## config.mk

```make
export PLATFORM = sky130hd
export DESIGN_NAME = fetch_unit
export DESIGN_NICKNAME = d
export VERILOG_FILES = /design/src/rtl/fetch_unit.sv
export SDC_FILE = /design/constraint.sdc
export NUM_CORES = 2
export LEC_CHECK = 0
export BUFFER_PORTS_ARGS = -buffer_cell sky130_fd_sc_hd__buf_2
export CAP_MARGIN = 20
export CORE_AREA = 2 2 497 499
export CTS_BUF_LIST = sky130_fd_sc_hd__clkbuf_2
export DETAILED_ROUTE_END_ITERATION = 10
export DIE_AREA = 0 0 499 501
export SLEW_MARGIN = 10
export SYNTH_ARGS = -nofsm -noshare
export SYNTH_HDL_FRONTEND = slang
export SYNTH_SLANG_ARGS = --single-unit
```

## constraint.sdc

```tcl
create_clock -name clk -period 7.1 [get_ports clk]
set_input_delay 0.355 -clock clk [delete_from_list [all_inputs] [get_ports clk]]
set_output_delay 0.355 -clock clk [all_outputs]
set_load 0.05 [all_outputs]
```

## src/rtl/fetch_unit.sv

```systemverilog
// fetch_unit: memory-access front end; serves the per-thread register window locally
// and forwards all other addresses to the W_* system bus.
module fetch_unit #(
    parameter int          THREADS  = 4,
    parameter int          NREGS    = 16,
    parameter logic [31:0] REG_BASE = 32'hFFFF_FFF0
) (
    input  logic        clk,
    input  logic        rst_n,
    input  logic        f_enable,
    input  logic        write_mode,
    input  logic [31:0] addr,
    input  logic [31:0] data_i,
    input  logic [1:0]  thread,
    output logic [31:0] data_o,
    output logic        ack,
    input  logic        W_CLK,
    input  logic        W_ACK,
    input  logic [31:0] W_DATA_I,
    output logic [31:0] W_DATA_O,
    output logic [31:0] W_ADDR,
    output logic        W_WRITE,
    output logic        W_STB
);
    typedef enum logic {S_IDLE, S_BUS} state_t;

    state_t      r_state, w_next;
    logic [31:0] r_regs [THREADS][NREGS];
    logic        w_is_reg, w_reg_req, w_bus_req, w_bus_done;
    logic        w_unused;

    // The bus is sampled on clk, so its own clock reference is not needed.
    assign w_unused = W_CLK;

    always_ff @(posedge clk or negedge rst_n) begin
        if (!rst_n) r_state <= S_IDLE;
        else        r_state <= w_next;
    end

    always_comb begin
        w_next = r_state;
        if (r_state == S_IDLE && w_bus_req) w_next = S_BUS;
        if (w_bus_done)                     w_next = S_IDLE;
    end

    always_comb begin
        w_is_reg   = addr[31:4] == REG_BASE[31:4];
        w_reg_req  = r_state == S_IDLE && f_enable && w_is_reg;
        w_bus_req  = r_state == S_IDLE && f_enable && !w_is_reg;
        w_bus_done = r_state == S_BUS && W_ACK;
    end

    always_ff @(posedge clk or negedge rst_n) begin
        if (!rst_n) begin
            for (int t = 0; t < THREADS; t++)
                for (int r = 0; r < NREGS; r++)
                    r_regs[t][r] <= '0;
        end else if (w_reg_req && write_mode) begin
            r_regs[thread][addr[3:0]] <= data_i;
        end
    end

    always_ff @(posedge clk or negedge rst_n) begin
        if (!rst_n) begin
            ack      <= 1'b0;
            data_o   <= '0;
            W_STB    <= 1'b0;
            W_WRITE  <= 1'b0;
            W_ADDR   <= '0;
            W_DATA_O <= '0;
        end else begin
            ack <= w_reg_req || w_bus_done;
            if (w_reg_req && !write_mode) data_o <= r_regs[thread][addr[3:0]];
            if (w_bus_req) begin
                W_STB    <= 1'b1;
                W_ADDR   <= addr;
                W_DATA_O <= data_i;
                W_WRITE  <= write_mode;
            end
            // W_WRITE still holds the captured direction until this edge.
            if (w_bus_done) begin
                W_STB   <= 1'b0;
                W_WRITE <= 1'b0;
                if (!W_WRITE) data_o <= W_DATA_I;
            end
        end
    end
endmodule

```

## Word-level counts from Yosys, hierarchy flattened

Index checks and enable logic that the tools add are counted.

- Add/subtract/negate cells: 0
- $mul: 0
- Div/mod/pow operators: 0
- Order comparisons: 4
- Equality and inequality tests: 1
- Shift-type cells: 0
- Muxes and demuxes: 20
- Bitwise operators: 3
- Reductions and logical operators: 14

Operators by type and width:

| operator | count |
|---|---|
| $bwmux W2048 | 1 |
| $mux W512 | 3 |
| $bmux W512 S2 | 1 |
| $demux W512 S2 | 1 |
| $mux W32 | 6 |
| $bmux W32 S4 | 1 |
| $demux W32 S4 | 1 |
| $eq A28 B28 Y1 const B | 1 |
| $logic_and A1 B1 Y1 | 9 |
| $mux W1 | 6 |
| $ge A5 B5 Y1 const B | 1 |
| $lt A5 B1 Y1 const B | 1 |
| $not A4 Y5 | 1 |
| $reduce_bool A2 Y1 | 2 |
| $ge A3 B3 Y1 const B | 1 |
| $lt A3 B1 Y1 const B | 1 |
| $not A2 Y3 | 1 |
| $logic_not A1 Y1 | 2 |
| $logic_or A1 B1 Y1 | 1 |
| $not A1 Y1 | 1 |

- Register bits: 2148
- Latch bits: 0
- RAM bits: 0
- Memory bits (read-only): 0
- Input port bits: 104
- Logic and storage cells: 113
- Memories kept: 0

## Longest topological paths before layout

- Depth after elaboration: 10
- Depth in mapped cells: 10

## Worst setup path before layout

Ideal clock, no wire load.

- Kind: input to register
- Start: input port thread[0]
- End: register data_o[25]
- Library setup time: 0.138 ns
- Data arrival time: 2.475 ns
- Required time: 6.962 ns
- Setup slack: 4.487 ns
- Stages on the path: 9
- Path through: buf_2 -> buf_2 -> clkbuf_1 -> buf_1 -> mux4_2 -> a22oi_1 -> nand2_1 -> a32oi_1 -> o211ai_1

- Longest elaborated chain between the ends: 10

RTL lines:

| what | line | source |
|---|---|---|
| from (decl) | 14 | `input logic [1:0] thread,` |
| $not A2 Y3 (not written as such) * | 73 | `if (w_reg_req && !write_mode) data_o <= r_regs[thread][addr[3:0]];` |
| $bmux W512 S2 * | 73 |  |
| $mux W512 (not written as such) * (2 in a row) | 73 |  |
| $bmux W32 S4 * | 73 |  |
| $mux W32 (not written as such) * (2 in a row) | 73 |  |
| $mux W32 * | 73 |  |
| $mux W32 | 84 | `if (!W_WRITE) data_o <= W_DATA_I;` |
| $mux W32 * | 81 | `if (w_bus_done) begin` |
| to (signal assigned) | 73 |  |
| to (decl) | 15 | `output logic [31:0] data_o,` |

Every way passes the cells marked *; elsewhere a longest branch is shown, timed or not. The select of a mux whose other input is x is not followed.
A chain may end at the register's enable or synchronous reset.

## Worst setup path in the final report

- Start: input port addr[25]
- End: register data_o[24]

- Longest elaborated chain between the ends: 6

RTL lines:

| what | line | source |
|---|---|---|
| from (decl) | 12 | `input logic [31:0] addr,` |
| $eq A28 B28 Y1 * | 47 | `w_is_reg = addr[31:4] == REG_BASE[31:4];` |
| $logic_and A1 B1 Y1 * | 48 | `w_reg_req = r_state == S_IDLE && f_enable && w_is_reg;` |
| $logic_and A1 B1 Y1 * | 73 |  |
| $mux W32 * | 73 |  |
| $mux W32 | 84 |  |
| $mux W32 * | 81 |  |

Every way passes the cells marked *; elsewhere a longest branch is shown, timed or not.

==> run metrics <==
Fin Hold WS=0.308 ns; synth top area cells=dfrtp_1 (55%), mux2_2 (23%), mux4_2 (6.6%); Die Y-Extent=501 microns; DP Area=0.101 sq mm; Top FF cell, synth=dfrtp_1; gpl congestion=0.747; hold path depth=5; Synth area leader=dfrtp_1; critical path class=primary input to register; Die ar.=0.250 sq mm; Crit path buffers/inverters=6; Synth top area share=55.1%; Internal=16300 uW; DR pass1 iterations=5; first-pass GRT wire length=417 mm; part of the power in registers=54.1%; Total Power=23100 uW; Wirelength per Cell=26.4 microns; Worst-Skew Late Latency=1.81 ns; final wirelength=280 mm; Port-buffer cells=201; DRT antenna net count=0; DRT iter0 DRCs=3858; Finished Cell Area=0.109 sq mm; detailed-route DRC error count=0; met3 usage=4.12%; endpoints failing hold=0; Worst setup EP type=register; CP dominant cell by count=dlygate4sd3_1; Hold Crit Class=primary input to register; Max Freq=0.229 GHz; FF+latch count, synth=2148; fin crit period=4.36 ns; Layout area overhead=12.1%; WP depth=11; Slew Viols, Final=0; share of cells above drive strength 1=50.4%; most frequent cell after synthesis=dfrtp_1; unrepaired setup endpoints after global routing=false; TNS Setup=0 ns; CTS tree=yes; Least-Margin Pin Slew=1.16 ns; Seq/Total Area, Yosys=55.1%; Num CTS Buffers=580; Die W=499 microns; clock network power share=36.1%; nets=7144; initial core utilization=39.9%; CP delay by family, top=buffers and inverters; Max Clock Skew=0.117 ns; Core Region=0.245 sq mm; startpoint types=primary input; Post-synth top cells=dfrtp_1 (2148), mux2_2 (2000), clkbuf_1 (423); Max-Cap Viols=0; clk root buf=clkbuf_2; syn_area_per_cell=15.1 sq um; gr busiest metal=met2; FF-to-FF path depth=7; WP data required=8.74 ns; P per Cell Area=211 mW/mm^2; GR Overflow Total=0; max_slew headroom=23.0%; vias per inst=5.64; Total Routing Usage GR=22.2%; CP peak stage delay=0.97 ns; CP arrival=6.00 ns; run status=complete, no violations; Pleak=0.0559 uW; final setup fails=0; clock sink total=2148; GRT met1 Usage=30.7%; clk slew on worst S/H paths=0.08 ns; Sw Share=29.3%; Synthesis Warnings=0; synthesized cell area=0.0976 sq mm; antenna violations before repair=9; DP HPWL=151 mm; post-synth cell types=46; largest net degree at the start of global routing=174; maximum clock insertion buffer count=4; cells along the critical path=dlygate4sd3_1 -> buf_2 -> dlygate4sd3_1 -> nand4_1 -> or4_1 -> nor4_4 -> buf_4 -> a22oi_1 -> dlygate4sd3_1 -> o211ai_1 -> dlygate4sd3_1; post-synthesis cell count=6448; P_sw=6780 uW; H-tree levels=6; vias in the first global route=64000; Via Count=59900; VDD IR max=0.000177 V; GRT met2 Usage=35.3%; final core utilization=44.7%; CP max FO=23; ys async rst share=100%; floorplan row count=182; Synthesized Nets=6552; # IOs=203; # Post-CTS Setup Buffers=0; number of synthesized flops with an enable pin=0; cell at the slowest stage of the critical path=nor4_4; Tcrit/Tclk final=61.4%; Comb pwr share=9.8%
==> tightest hold or removal path, stage by stage <==
cell           delay [ns]
dlygate4sd3_1        0.53
dlygate4sd3_1        0.57
buf_2                0.15
buf_16               0.23
mux2_1               0.16
==> kinds of logic (layout without fill, tap and decap cells) <==
logic type | after synthesis | count (layout) | share of synthesized area, %
and+or+nand+nor | 298 | 298 | 1.91
AOI/OAI and AO/OA | 485 | 485 | 3.48
other | 0 | 12 | 0
muxes | 2848 | 2848 | 36.3
buffers and inverters | 669 | 1614 | 3.27
DFF | 2148 | 2148 | 55.1
==> cell type report <==
cell class                      instances  area (sq um)
Fill cell                           22100        135000
Sequential cell                      2148         53800
Clock inverter                         87           447
Antenna cell                           12          30.0
Multi-Input combinational cell       3631         40800
Timing Repair Buffer                  677          6070
Inverter                                2          7.51
Clock buffer                          848          4240
Tap cell                             3220          4030
==> path summary, 6_finish.rpt <==
path	start	end	slack (ns)
setup / recovery	addr[25]	data_o[24]$_DFF_PN0_	2.74
hold / removal	data_i[11]	r_regs[331]$_DFFE_PN0P_	0.31
setup reg to reg	r_state$_DFFE_PN0P_	data_o[24]$_DFF_PN0_	2.85
hold reg to reg	W_STB$_DFFE_PN0P_	W_STB$_DFFE_PN0P_	0.49
max in group asynchronous	rst_n	r_regs[247]$_DFFE_PN0P_	4.70
min in group asynchronous	rst_n	r_regs[426]$_DFFE_PN0P_	0.35
==> flip-flops by register name (all words and copies together) (netlist names) <==
name	cells
r_regs	2048
W_ADDR	32
W_DATA_O	32
data_o	32
W_STB	1
W_WRITE	1
ack	1
r_state	1
==> power groups by stage <==
stage	Sequential [uW]	Combinational, uW	Clock, uW
detailed placement	12700	2010	0
global route	12500	2420	9330
global placement	12700	1970	0
floorplan	13200	658	0
finish	12500	2280	8340
CTS	12500	2290	8660
==> metal layers <==
metal  vias up  part of all wire [%]
li1      25400                     -
met1     32200                    45
met2      1802                    47
met3       442                   5.6
met4         2                   2.8
met5         -                0.0046
==> per-stage QoR <==
| step | worst slack, ns | instances |
|---|---|---|
| 2_1_floorplan | 4.49 | 6448 |
| 3_3_place_gp | 2.97 | 9332 |
| 3_5_place_dp | 2.93 | 9335 |
| 4_1_cts | 3.06 | 10600 |
| 5_1_grt | 2.86 | 10600 |
| 6_report | 2.74 | 10600 |
==> cells in the final DEF (no fill, tap or decap), types with 32 or more instances in the layout <==
cell type	Yosys	layout
or3_1	34	33
mux4_2	288	288
o21ai_0	34	34
buf_2	51	198
clkbuf_2	1	848
mux2_2	2000	2000
dlygate4sd3_1	0	326
buf_4	7	107
mux2i_1	320	320
mux2_4	123	123
mux2_1	117	117
o211ai_1	32	32
nand2_1	89	70
a22oi_1	160	160
dfrtp_1	2148	2148
and3_1	32	32
clkinv_1	0	60
a221oi_1	32	32
o22ai_1	192	192
nor4_1	35	32
==> repair_timing <==
item / CTS / global route
resized for setup: 0 / 0
hold buffers: 340 / 0
hold endpoints to repair: 4296 / 0
Note: power is estimated with default switching activity, not from simulation.
